[src/rtl/stm32_spi_bridge_v2.sv]
// stm32_spi_bridge_v2 : SPI slave (all four modes) to internal register bus.
// Frame = 16-bit command followed by DATA_W-bit words, MSB first. Supports
// burst writes / reads with address auto-increment, read prefetch with a
// bus timeout, and a MISO output enable tied to the synchronised chip select.
module stm32_spi_bridge_v2 #(
   parameter int ADDR_W      = 12,
   parameter int DATA_W      = 32,
   parameter int CPOL        = 0,
   parameter int CPHA        = 0,
   parameter int BUS_TIMEOUT = 255
) (
   input  logic              clk,
   input  logic              rst_n,
   input  logic              spi_sclk,
   input  logic              spi_mosi,
   input  logic              spi_cs_n,
   output logic              spi_miso,
   output logic              spi_miso_oe,
   output logic              bus_write,
   output logic              bus_read,
   output logic [ADDR_W-1:0] bus_addr,
   output logic [DATA_W-1:0] bus_wdata,
   input  logic [DATA_W-1:0] bus_rdata,
   input  logic              bus_ready,
   output logic              busy,
   output logic              err_timeout,
   output logic [7:0]        err_count
);

   localparam int RXW = (DATA_W > 16) ? DATA_W : 16;

   localparam logic [2:0] S_IDLE   = 3'd0;
   localparam logic [2:0] S_CMD    = 3'd1;
   localparam logic [2:0] S_WDATA  = 3'd2;
   localparam logic [2:0] S_RFETCH = 3'd3;
   localparam logic [2:0] S_RDATA  = 3'd4;

   localparam logic [5:0]  CMD_LAST  = 6'd15;
   localparam logic [5:0]  WORD_LAST = 6'(DATA_W - 1);
   localparam logic [15:0] TMO_LAST  = 16'(BUS_TIMEOUT - 1);
   localparam logic        SCLK_IDLE = (CPOL != 0);

   // synchroniser and edge-detect flops
   logic sclk_m_q, sclk_s_q, sclk_p_q;
   logic cs_m_q, cs_s_q;
   logic mosi_m_q, mosi_s_q;

   // frame state
   logic [2:0]        state_q, state_d;
   logic [5:0]        bitcnt_q, bitcnt_d;
   logic [RXW-2:0]    rx_q, rx_d;
   logic              inc_q, inc_d;
   logic [DATA_W-1:0] tx_q, tx_d;
   logic              miso_q, miso_d;
   logic              skip_q, skip_d;

   // bus side
   logic [ADDR_W-1:0] addr_q, addr_d;
   logic [DATA_W-1:0] wdata_q, wdata_d;
   logic              wr_pend_q, wr_pend_d;
   logic              write_q, write_d;
   logic              read_q, read_d;
   logic              issued_q, issued_d;
   logic [15:0]       tmo_q, tmo_d;
   logic [DATA_W-1:0] pref_q, pref_d;
   logic              err_q, err_d;
   logic [7:0]        errc_q, errc_d;

   logic              rise, fall, sample_edge, shift_edge, cs_act;
   logic [RXW-1:0]    rx_next;

   // two-flop synchronisers; a third sclk flop gives edge detection
   always_ff @(posedge clk or negedge rst_n) begin
      if (!rst_n) begin
         sclk_m_q <= SCLK_IDLE;
         sclk_s_q <= SCLK_IDLE;
         sclk_p_q <= SCLK_IDLE;
         cs_m_q   <= 1'b1;
         cs_s_q   <= 1'b1;
         mosi_m_q <= 1'b0;
         mosi_s_q <= 1'b0;
      end else begin
         sclk_m_q <= spi_sclk;
         sclk_s_q <= sclk_m_q;
         sclk_p_q <= sclk_s_q;
         cs_m_q   <= spi_cs_n;
         cs_s_q   <= cs_m_q;
         mosi_m_q <= spi_mosi;
         mosi_s_q <= mosi_m_q;
      end
   end

   assign rise        = sclk_s_q & ~sclk_p_q;
   assign fall        = ~sclk_s_q & sclk_p_q;
   assign sample_edge = (CPOL == CPHA) ? rise : fall;
   assign shift_edge  = (CPOL == CPHA) ? fall : rise;
   assign cs_act      = ~cs_s_q;
   assign rx_next     = {rx_q, mosi_s_q};

   // frame sequencing, bus strobes, prefetch and timeout handling
   always_comb begin
      state_d   = state_q;
      bitcnt_d  = bitcnt_q;
      rx_d      = rx_q;
      inc_d     = inc_q;
      tx_d      = tx_q;
      miso_d    = miso_q;
      skip_d    = skip_q;
      addr_d    = addr_q;
      wdata_d   = wdata_q;
      wr_pend_d = 1'b0;
      write_d   = wr_pend_q;
      read_d    = 1'b0;
      issued_d  = issued_q;
      tmo_d     = tmo_q;
      pref_d    = pref_q;
      err_d     = 1'b0;
      errc_d    = errc_q;

      // write address advances only after the strobe has been seen with it
      if (write_q && inc_q) begin
         addr_d = addr_q + ADDR_W'(1);
      end

      if (!cs_act) begin
         state_d = S_IDLE;
      end else begin
         case (state_q)
            S_IDLE: begin
               state_d  = S_CMD;
               bitcnt_d = '0;
               tx_d     = '0;
               miso_d   = 1'b0;
               skip_d   = 1'b0;
            end
            S_CMD: begin
               if (sample_edge) begin
                  rx_d = rx_next[RXW-2:0];
                  if (bitcnt_q == CMD_LAST) begin
                     bitcnt_d = '0;
                     addr_d   = rx_next[ADDR_W-1:0];
                     inc_d    = rx_next[14];
                     if (rx_next[15]) begin
                        state_d  = S_RFETCH;
                        issued_d = 1'b0;
                     end else begin
                        state_d = S_WDATA;
                     end
                  end else begin
                     bitcnt_d = bitcnt_q + 6'd1;
                  end
               end
            end
            S_WDATA: begin
               if (sample_edge) begin
                  rx_d = rx_next[RXW-2:0];
                  if (bitcnt_q == WORD_LAST) begin
                     bitcnt_d  = '0;
                     wdata_d   = rx_next[DATA_W-1:0];
                     wr_pend_d = 1'b1;
                  end else begin
                     bitcnt_d = bitcnt_q + 6'd1;
                  end
               end
            end
            S_RFETCH, S_RDATA: begin
               // word boundary: hand the prefetched word to the TX shifter
               if (sample_edge) begin
                  if (bitcnt_q == WORD_LAST) begin
                     bitcnt_d = '0;
                     tx_d     = pref_q;
                     skip_d   = (CPHA == 0);
                     if (state_q == S_RDATA) begin
                        state_d  = S_RFETCH;
                        issued_d = 1'b0;
                        if (inc_q) begin
                           addr_d = addr_q + ADDR_W'(1);
                        end
                     end
                  end else begin
                     bitcnt_d = bitcnt_q + 6'd1;
                  end
               end
               // background fetch: strobe once, then wait for ready or timeout
               if (state_q == S_RFETCH) begin
                  if (!issued_q) begin
                     read_d   = 1'b1;
                     issued_d = 1'b1;
                     tmo_d    = '0;
                  end else if (!read_q) begin
                     if (bus_ready) begin
                        pref_d  = bus_rdata;
                        state_d = S_RDATA;
                     end else if (tmo_q == TMO_LAST) begin
                        pref_d  = '1;
                        err_d   = 1'b1;
                        state_d = S_RDATA;
                        if (errc_q != 8'hFF) begin
                           errc_d = errc_q + 8'd1;
                        end
                     end else begin
                        tmo_d = tmo_q + 16'd1;
                     end
                  end
               end
            end
            default: state_d = S_IDLE;
         endcase

         // CPHA=0 keeps the freshly loaded MSB across the trailing edge of
         // the previous word's last bit; CPHA=1 presents it on the next edge.
         if (state_q != S_IDLE && shift_edge) begin
            if (CPHA != 0) begin
               miso_d = tx_q[DATA_W-1];
               tx_d   = tx_q << 1;
            end else if (skip_q) begin
               skip_d = 1'b0;
            end else begin
               tx_d = tx_q << 1;
            end
         end
      end
   end

   // state registers
   always_ff @(posedge clk or negedge rst_n) begin
      if (!rst_n) begin
         state_q   <= S_IDLE;
         bitcnt_q  <= '0;
         rx_q      <= '0;
         inc_q     <= 1'b0;
         tx_q      <= '0;
         miso_q    <= 1'b0;
         skip_q    <= 1'b0;
         addr_q    <= '0;
         wdata_q   <= '0;
         wr_pend_q <= 1'b0;
         write_q   <= 1'b0;
         read_q    <= 1'b0;
         issued_q  <= 1'b0;
         tmo_q     <= '0;
         pref_q    <= '0;
         err_q     <= 1'b0;
         errc_q    <= '0;
      end else begin
         state_q   <= state_d;
         bitcnt_q  <= bitcnt_d;
         rx_q      <= rx_d;
         inc_q     <= inc_d;
         tx_q      <= tx_d;
         miso_q    <= miso_d;
         skip_q    <= skip_d;
         addr_q    <= addr_d;
         wdata_q   <= wdata_d;
         wr_pend_q <= wr_pend_d;
         write_q   <= write_d;
         read_q    <= read_d;
         issued_q  <= issued_d;
         tmo_q     <= tmo_d;
         pref_q    <= pref_d;
         err_q     <= err_d;
         errc_q    <= errc_d;
      end
   end

   assign spi_miso_oe = cs_act;
   assign spi_miso    = cs_act & ((CPHA != 0) ? miso_q : tx_q[DATA_W-1]);
   assign bus_write   = write_q;
   assign bus_read    = read_q;
   assign bus_addr    = addr_q;
   assign bus_wdata   = wdata_q;
   assign busy        = cs_act & (state_q != S_IDLE);
   assign err_timeout = err_q;
   assign err_count   = errc_q;

endmodule

[config.mk]
export PLATFORM = sky130hd
export DESIGN_NAME = stm32_spi_bridge_v2
export DESIGN_NICKNAME = d
export VERILOG_FILES = /design/src/rtl/stm32_spi_bridge_v2.sv
export SDC_FILE = /design/constraint.sdc
export NUM_CORES = 1
export LEC_CHECK = 0
export CAP_MARGIN = 20
export CORE_MARGIN = 1
export CORE_UTILIZATION = 25
export CTS_BUF_LIST = sky130_fd_sc_hd__clkbuf_2 sky130_fd_sc_hd__clkbuf_4 sky130_fd_sc_hd__clkbuf_8
export DETAILED_ROUTE_END_ITERATION = 8
export PLACE_DENSITY_LB_ADDON = 0.2
export SYNTH_ARGS = -nofsm -noshare
export SYNTH_HDL_FRONTEND = slang
export SYNTH_SLANG_ARGS = --single-unit
[constraint.sdc]
create_clock -name clk -period 1.9 [get_ports clk]
set_input_delay 0.19 -clock clk [delete_from_list [all_inputs] [get_ports clk]]
set_output_delay 0.19 -clock clk [all_outputs]
set_load 0.02 [all_outputs]
Word-level counts from Yosys, hierarchy flattened. Cells that the tools add are included.

$add $sub $neg: 4. Eq/ne operators: 18. Muxes and demuxes: 67. Bitwise operators: 9. Reductions and logical operators: 19.

Operators with widths (count): $mux 32 (6); $mux 12 (8); $mux 16 (4); $pmux 32 s2 (1); $mux 3 (11); $mux 1 (28); $mux 6 (4); $pmux 12 s2 (1); $pmux 6 s3 (1); $add 16x1->16 const B (1); $eq 16x8->1 const B (1); $ne 2x2->1 const B (7); $add 12x1->12 const B (1); $pmux 3 s4 (1); $reduce_and 4->1 (3); $reduce_and 6->1 (2); $add 8x1->8 const B (1); $ne 8x8->1 const B (1); $reduce_and 8->1 (1); $add 6x1->6 const B (1); $eq 3x2->1 const B (2); $eq 6x4->1 const B (1); $eq 6x5->1 const B (1); $ne 3x3->1 const B (2); 14 further kinds (27).

Bits in registers: 186. Input port bits: 38. Output and inout port bits: 58.

Longest topological paths before layout. Gate-level depths: netlist of the first run.

Word-level depth: 11. Gate-level depth with buffers: 8. Gate-level depth less buffers: 8.

Worst setup path before layout of the first run. OpenSTA, ideal clock, no wires.

Path type: flip-flop to flip-flop. Start point: register bitcnt_q[0]. End point: register bitcnt_q[2]. Setup time: 0.140 ns. Arrival time: 1.786 ns. Data required time: 1.760 ns. Setup slack: -0.026 ns. Cell stages (with the launch flop): 6. Path buffers: 0. Clock period less this slack: 1.926 ns. Cells stage by stage: dfrtp_1 -> ha_1 -> nand4b_1 -> or3_1 -> a2111oi_0 -> nor2_1.

Word-level cells in the longest chain between the ends: 4. Elaborated cells on any way between the ends: 8. Classes of those cells: 1 x add/sub; 2 x eq/ne; 5 x mux.

RTL lines: start: declaration (line 50) `logic [5:0] bitcnt_q, bitcnt_d;`; start signal: assignment (line 247) `bitcnt_q <= bitcnt_d;`; $add 6x1->6 (tied with other cells) (line 150, 162, 181); $mux 6, on equally long branches (line 157, 169, 139); $mux 6, on equally long branches (line 155, 137); $pmux 6 s3 (*) (line 128) `case (state_q)`.

Every way passes the cells marked *; elsewhere a longest branch is shown, timed or not. The select of a mux whose other input is x is not followed. A chain may end at the register's enable or synchronous reset.

Worst setup path after layout of the first run.
Start point: register bitcnt_q[5]. End point: register tx_q[0].

Word-level cells in the longest chain between the ends: 6.

RTL lines: $eq 6x5->1 (*) (line 169) `if (bitcnt_q == WORD_LAST) begin`; $mux 32 (*) (line 169); $mux 32 (*) (line 168) `if (sample_edge) begin`; $pmux 32 s2 (*) (line 128); $mux 32 (line 216) `end else if (skip_q) begin`; $mux 32 (*) (line 212) `if (state_q != S_IDLE && shift_edge) begin`; end signal: assignment (line 250) `tx_q <= tx_d;`; end: declaration (line 53) `logic [DATA_W-1:0] tx_q, tx_d;`.

Every way passes the cells marked *; elsewhere a longest branch is shown, timed or not.

==> flow_summary_export.csv, run 1 <==
group,metric,value,unit
status,status,"finished, violations left",
status,failed_checks,"negative setup slack",
setup_path,slowest_delay,400,ps
die,die_h,183,um
power,combPwrFrac,0.070,
sta,skew,20.3,ps
yosys,synthFlopType,"dfrtp_1",
yosys,synth_cell_type_count,69,
detailed_routing,vias_per_cell,4.74,
sta,fmax,494,MHz
setup_path,critPathLaunchType,"register",
detailed_routing,remaining_drc_errors,0,
final_layout,fill_cells,3231,
clock_network,clkTransAtPathRegs,100,ps
sta,worstMarginPinSlew,691,ps
detailed_routing,drt-pass1-iter-count,4,
die,rows,66,
sta,setup_violations,48,
sta,rsz0062_at_grt,"yes",
die,die_w,183,um
final_layout,drive_gt1_frac,0.352,
yosys,async_reset_ff_frac,1.00,
clock_network,cts.root.buffer_cell,"clkbuf_8",
setup_path,path_max_fanout,19,
sta,hold_ws,114,ps
yosys,ys_ff_latch,186,
sta,setup_slack,-126,ps
detailed_routing,dr.first_iter.drc_count,320,
final_layout,syn2layout_area_growth,44.3,%
sta,slew_headroom,0.537,
yosys,synth_edf_count,0,
power,swShare,0.241,
worst_hold_path,hold_class,"in2reg",
power,total_power,0.00748,W
detailed_routing,routedWlPerCell,16.5,um
setup_path,slowest_stage,"dfrtp_1",
global_route,grt-ovfl-total,0,
global_route,grt_max_degree,45,
clock_network,clk_path_buf_depth,2,
yosys,syn_nets,724,
worst_hold_path,min-delay-start,"spi_cs_n",
power,switchingPower,0.00180,W
yosys,syn_inst,681,
detailed_routing,antenna_left,0,
detailed_routing,wirelength,22300,um
final_layout,finalNetCount,944,
final_layout,fin_area,11900,um2
die,fp.dieArea,33600,um2
yosys,syn-cell-area,8220,um2
place,post-dp-hpwl,14200,um
clock_network,cts_inserted_buffers,17,
sta,timing.final.crit_period,2030,ps
clock_network,cts_tree,"built",
setup_path,critPathRequiredTime,2280,ps
setup_path,end_kind,"register",
power,power_density,630,nW/um2
clock_network,cts.htree.levels,4,
setup_path,crit_chain,"buf_4 > nand4b_1 > buf_4 > buf_4 > o21ai_2 > a221o_1 > nand2_2 > buf_12 > a32o_1",
global_route,grt_pass1_wl,34700,um
power,ir_worst_vdd,0.450,mV
clock_network,cts_sinks,186,
yosys,syn_avg_cell_area,12.1,um2
detailed_routing,via_count,6423,
sta,finalSetupTns,-2340,ps
final_layout,layout_common_cells,"dfrtp_1 (183), buf_4 (95), clkdlybuf4s50_1 (87)",
sta,fin_crit_sh,1.07,
global_route,track_usage,0.133,
final_layout,final_common_cell,"dfrtp_1",
power,p_seq_frac,0.552,
sta,final_max_slew_viol_count,0,
global_route,grt_pass1_vias,6304,
global_route,antenna_found_initial,0,
sta,hold_viol,0,
setup_path,r2r-start,"bitcnt_q[5]",
power,clock_power_share,0.378,
setup_path,arrival,2400,ps
die,coreArea,32500,um2
run,maxCapViolations,0,
power,p_leak,5.12,nW
place,place_area,10500,um2
place,gp_congestion,0.789,
setup_path,crit_type,"reg2reg",
die,pin_count,96,
place,port_buffers,95,
die,start_util,0.253,
setup_path,crit_path_frequent_cell,"buf_4",
setup_path,cp-startpoint,"bitcnt_q[5]",
power,p_int,0.00568,W
yosys,seq_area_frac_synth,0.566,
final_layout,antenna_cells,0,
clock_network,insertion_delay,490,ps
yosys,yosys_warnings,0,
[routing by layer]
metal	GRT usage	vias to the layer above	wire [um]
li1	-	3021	-
met1	0.184	3277	10800
met2	0.203	109	10500
met3	0.0306	16	753
met4	0.0423	0	312
met5	0	-	0
[sequential cells by signal, summed over array words and instances, names as in the netlist, 3 cells and up]
register   flops
bus_wdata     32
bitcnt_q       6
pref_q        32
tmo_q         16
tx_q          32
rx_q          31
bus_addr      12
err_count      8
state_q        3
[critical path, delay by kind of cell (launching register included)]
kind,cells,cell delay [ps]
buf+inv,4,610
flops,1,400
compound gates,3,590
simple gates,2,300
[final timing paths]
kind,end,slack (ps),cells after the start
min in group asynchronous,bus_wdata[30],210,2
max in group asynchronous,tx_q[5],1100,3
setup / recovery,tx_q[0],-130,9
hold reg to reg,bus_write,360,0
hold / removal,cs_m_q,110,1
setup reg to reg,tx_q[0],-130,9
[area by class of cell]
cell class / instances / area [um2] / area share
multi-input combinational: 449 / 3830 / 0.323
tap: 442 / 553 / 0.0466
clock inverter: 12 / 150 / 0.0127
clock buffer: 20 / 263 / 0.0221
sequential: 186 / 4660 / 0.393
timing repair buffer: 235 / 2360 / 0.199
inverter: 12 / 47.5 / 0.00401
[kinds of logic (layout without fill, tap and decap cells)]
logic type / Yosys count / count (layout) / synth area share
xor+xnor: 27 / 27 / 0.0288
simple gates: 167 / 167 / 0.116
buf+inv: 47 / 279 / 0.0237
mux: 66 / 66 / 0.0899
flops: 186 / 186 / 0.566
fa+ha+maj: 6 / 6 / 0.00898
compound gates: 182 / 183 / 0.166
[power groups by stage]
stage	registers (W)	logic [W]	clock network [W]
6_report	0.00413	0.000526	0.00282
5_1_grt	0.00415	0.000584	0.00312
4_1_cts	0.00413	0.000509	0.00295
3_5_place_dp	0.00421	0.000493	0
3_3_place_gp	0.00421	0.000491	0
2_1_floorplan	0.00419	0.000182	0
[cell usage after synthesis (all sizes together), types with 2 or more instances]
cell type  count  area (um2)
a31oi          3        18.8
or2            3        18.8
a22o           2        17.5
or3            8        50.1
a21oi         22         110
o22a          32         280
o31ai          6        45.0
nand4          9        62.6
o221ai         3        26.3
mux2          63         709
o2bb2ai       33         289
dfstp          2        52.6
nor4           7        58.8
or4            7        52.6
nand3         18        90.1
xor2          14         123
nor2          27         104
o211ai         5        37.5
ha             5        62.6
nor3          17         106
mux2i          3        30.0
and2           3        18.8
inv           12        45.0
clkbuf        16        60.1
nor2b          7        43.8
nand2         32         120
nor4b          2        23.8
a32o           2        20.0
nand2b         8        50.1
buf           19        90.1
dfrtp        184        4600
and3           6        37.5
a222oi         2        20.0
xnor2         13         114
a22oi         36         270
o21ai         23         119
nand4b         2        17.5
nor3b          2        15.0
nand3b         2        15.0
a2111oi        2        17.5
or3b           2        20.0
[per-stage QoR]
stage,std cells,utilization,setup slack (ps)
finish,1356,0.366,-126
global route,1356,0.366,-245
CTS,1334,0.346,-111
detailed placement,1281,0.322,-107
global placement,1281,0.322,-83.7
floorplan,681,-,8.31
[repair_timing]
| action | CTS | global route |
|---|---|---|
| cloned | 5 | 5 |
| pin swaps | 22 | 45 |
| setup endpoints to repair | 106 | 150 |
| endpoints found under the hold margin | 67 | 0 |
| hold buffers | 1 | 0 |
| resized for setup | 46 | 109 |
| buffers inserted | 16 | 20 |
Power figures use the tool's default switching activity.
==> run 2, diff against run 1 <==
--- a/config.mk
+++ b/config.mk
@@ -5,12 +5,12 @@
 export SDC_FILE = /design/constraint.sdc
 export NUM_CORES = 1
 export LEC_CHECK = 0
-export CAP_MARGIN = 20
 export CORE_MARGIN = 1
 export CORE_UTILIZATION = 25
 export CTS_BUF_LIST = sky130_fd_sc_hd__clkbuf_2 sky130_fd_sc_hd__clkbuf_4 sky130_fd_sc_hd__clkbuf_8
 export DETAILED_ROUTE_END_ITERATION = 8
-export PLACE_DENSITY_LB_ADDON = 0.2
+export HOLD_SLACK_MARGIN = 0.08
+export PLACE_DENSITY = 0.48
 export SYNTH_ARGS = -nofsm -noshare
 export SYNTH_HDL_FRONTEND = slang
 export SYNTH_SLANG_ARGS = --single-unit
==> run 2 against run 1 <==
The flow still finishes with violations (negative setup slack). Non-clock buffer count shrank 5. Maximum frequency shrank 2.1%. Core utilization grew 0.44 points. Critical path type unchanged. Routed wire length grew 1.6%. Final area grew 1.2%.
==> flow_summary_export.csv, run 2 (synthesized netlist as in run 1, its figures left out) <==
group,metric,value,unit
global_route,grt-ovfl-total,0,
setup_path,slowest_stage,"dfrtp_1",
final_layout,fin_util,0.370,
sta,setup_violations,80,
die,die_h,183,um
clock_network,clkTransAtPathRegs,110,ps
status,status,"finished, violations left",
final_layout,layout_common_cells,"dfrtp_1 (182), buf_4 (94), clkdlybuf4s50_1 (88)",
setup_path,critPathBufInv,1,
die,rows,66,
die,coreArea,32500,um2
run,maxCapViolations,0,
detailed_routing,antenna_left,0,
detailed_routing,wirelength,22700,um
final_layout,syn2layout_area_growth,46.1,%
detailed_routing,dr.first_iter.drc_count,358,
sta,hold_ws,185,ps
setup_path,r2r-end,"bus_addr[7]",
final_layout,finalNetCount,939,
clock_network,cts.htree.levels,4,
detailed_routing,routedWlPerCell,16.8,um
setup_path,crit_type,"reg2reg",
sta,hold_viol,0,
place,post-dp-hpwl,13600,um
detailed_routing,remaining_drc_errors,0,
setup_path,reg2reg_slack,-170,ps
global_route,grt_pass1_vias,6361,
sta,slew_headroom,0.556,
die,start_util,0.253,
power,power_density,633,nW/um2
final_layout,fill_cells,3197,
setup_path,critPathRequiredTime,2270,ps
die,fp.dieArea,33600,um2
place,port_buffers,95,
final_layout,sequential_cell_area,4660,um2
final_layout,multi_input_area,3930,um2
detailed_routing,drt-pass1-iter-count,5,
worst_hold_path,hold_class,"in2reg",
detailed_routing,vias_per_cell,4.71,
setup_path,arrival,2440,ps
setup_path,slowest_delay,410,ps
clock_network,clk_path_buf_depth,2,
global_route,grt_max_degree,58,
status,failed_checks,"negative setup slack",
final_layout,drive_gt1_frac,0.352,
global_route,grt_pass1_wl,34300,um
final_layout,final_common_cell,"dfrtp_1",
sta,worstMarginPinSlew,664,ps
clock_network,cts_inserted_buffers,17,
clock_network,cts_tree,"built",
setup_path,cp-startpoint,"state_q[1]",
setup_path,crit_family,"simple AND/OR/NAND/NOR gates",
clock_network,cts_sinks,186,
setup_path,critPathLaunchType,"register",
die,pin_count,96,
sta,timing.final.crit_period,2070,ps
sta,skew,23.3,ps
setup_path,cp_num_cells,6,
sta,rsz0062_at_grt,"yes",
power,ir_worst_vdd,0.516,mV
final_layout,antenna_cells,0,
sta,fin_crit_sh,1.09,
sta,fmax,483,MHz
sta,setup_slack,-169,ps
setup_path,crit_end,"bus_addr[7]",
detailed_routing,via_count,6364,
power,p_leak,5.16,nW
setup_path,end_kind,"register",
clock_network,insertion_delay,490,ps
die,die_w,183,um
setup_path,r2r-start,"state_q[1]",
setup_path,path_max_fanout,4,
setup_path,rr_worst_depth,6,
global_route,track_usage,0.130,
place,gp_congestion,0.816,
global_route,antenna_found_initial,0,
sta,final_max_slew_viol_count,0,
setup_path,crit_chain,"buf_6 > or3b_4 > nor4_4 > o21ai_1 > or3b_1 > o221a_2",
clock_network,cts.root.buffer_cell,"clkbuf_8",
run 2: cell types whose count changed in the layout (fill, tap and decap cells not counted), sizes merged:
cell           delta
clkbuf            +8
buf              -11
clkinv            -4
inv               +1
dlygate4sd3       +1
clkdlybuf4s50     +1
dlymetal6s2s      -1
clkdlybuf4s15     -1
run 2: layer usage:
layer | track usage | up-vias | wire length, um
met5 | 0 | - | 0
met4 | 0.0423 | 0 | 325
met3 | 0.0310 | 23 | 763
met2 | 0.204 | 102 | 10700
met1 | 0.175 | 3228 | 10900
li1 | - | 3011 | -
run 2: repair_timing:
item	CTS	global route
endpoints found under the hold margin	58	1
cloned	3	11
hold buffers	1	1
gates resized for setup	59	109
setup buffers	12	21
pin swaps	26	30
setup endpoints to repair	138	144
run 2: final cells by class:
type	instances	share of cell area
well taps	442	0.0460
clock buffers	22	0.0242
clock inverters	9	0.0116
multi-input cells	449	0.327
repair buffers	230	0.199
inverters	12	0.00396
flip-flops and latches	186	0.388
run 2: how the worst min path moves through the flow:
stage / end / startpoint / cells past startpoint / slack, ps
after floorplan: bitcnt_q[0] / rst_n / 0 / -110
after global placement: bus_wdata[28] / rst_n / 1 / 210
after detailed placement: bus_wdata[28] / rst_n / 1 / 210
after CTS: cs_m_q / spi_cs_n / 1 / 90
after global routing: sclk_m_q / spi_sclk / 1 / 130
final: sclk_m_q / spi_sclk / 1 / 190
run 2: where the power goes:
part	leakage (nW)	internal, W	switching [W]
combinational	2.47	0.000281	0.000265
clock	0.209	0.00144	0.00148
sequential	2.48	0.00405	0.0000895
total	5.16	0.00577	0.00183
run 2: through the flow:
step / area (um2) / std cells / worst slack, ps / total power [W] / TNS [ps]
3_5_place_dp: 10400 / 1274 / -202 / 0.00470 / -3830
6_report: 12000 / 1350 / -169 / 0.00760 / -2870
3_3_place_gp: 10400 / 1274 / -182 / 0.00470 / -2650
2_1_floorplan: 8220 / 681 / 8.31 / 0.00437 / 0
4_1_cts: 11200 / 1321 / -112 / 0.00768 / -3170
5_1_grt: 12000 / 1350 / -227 / 0.00794 / -12560
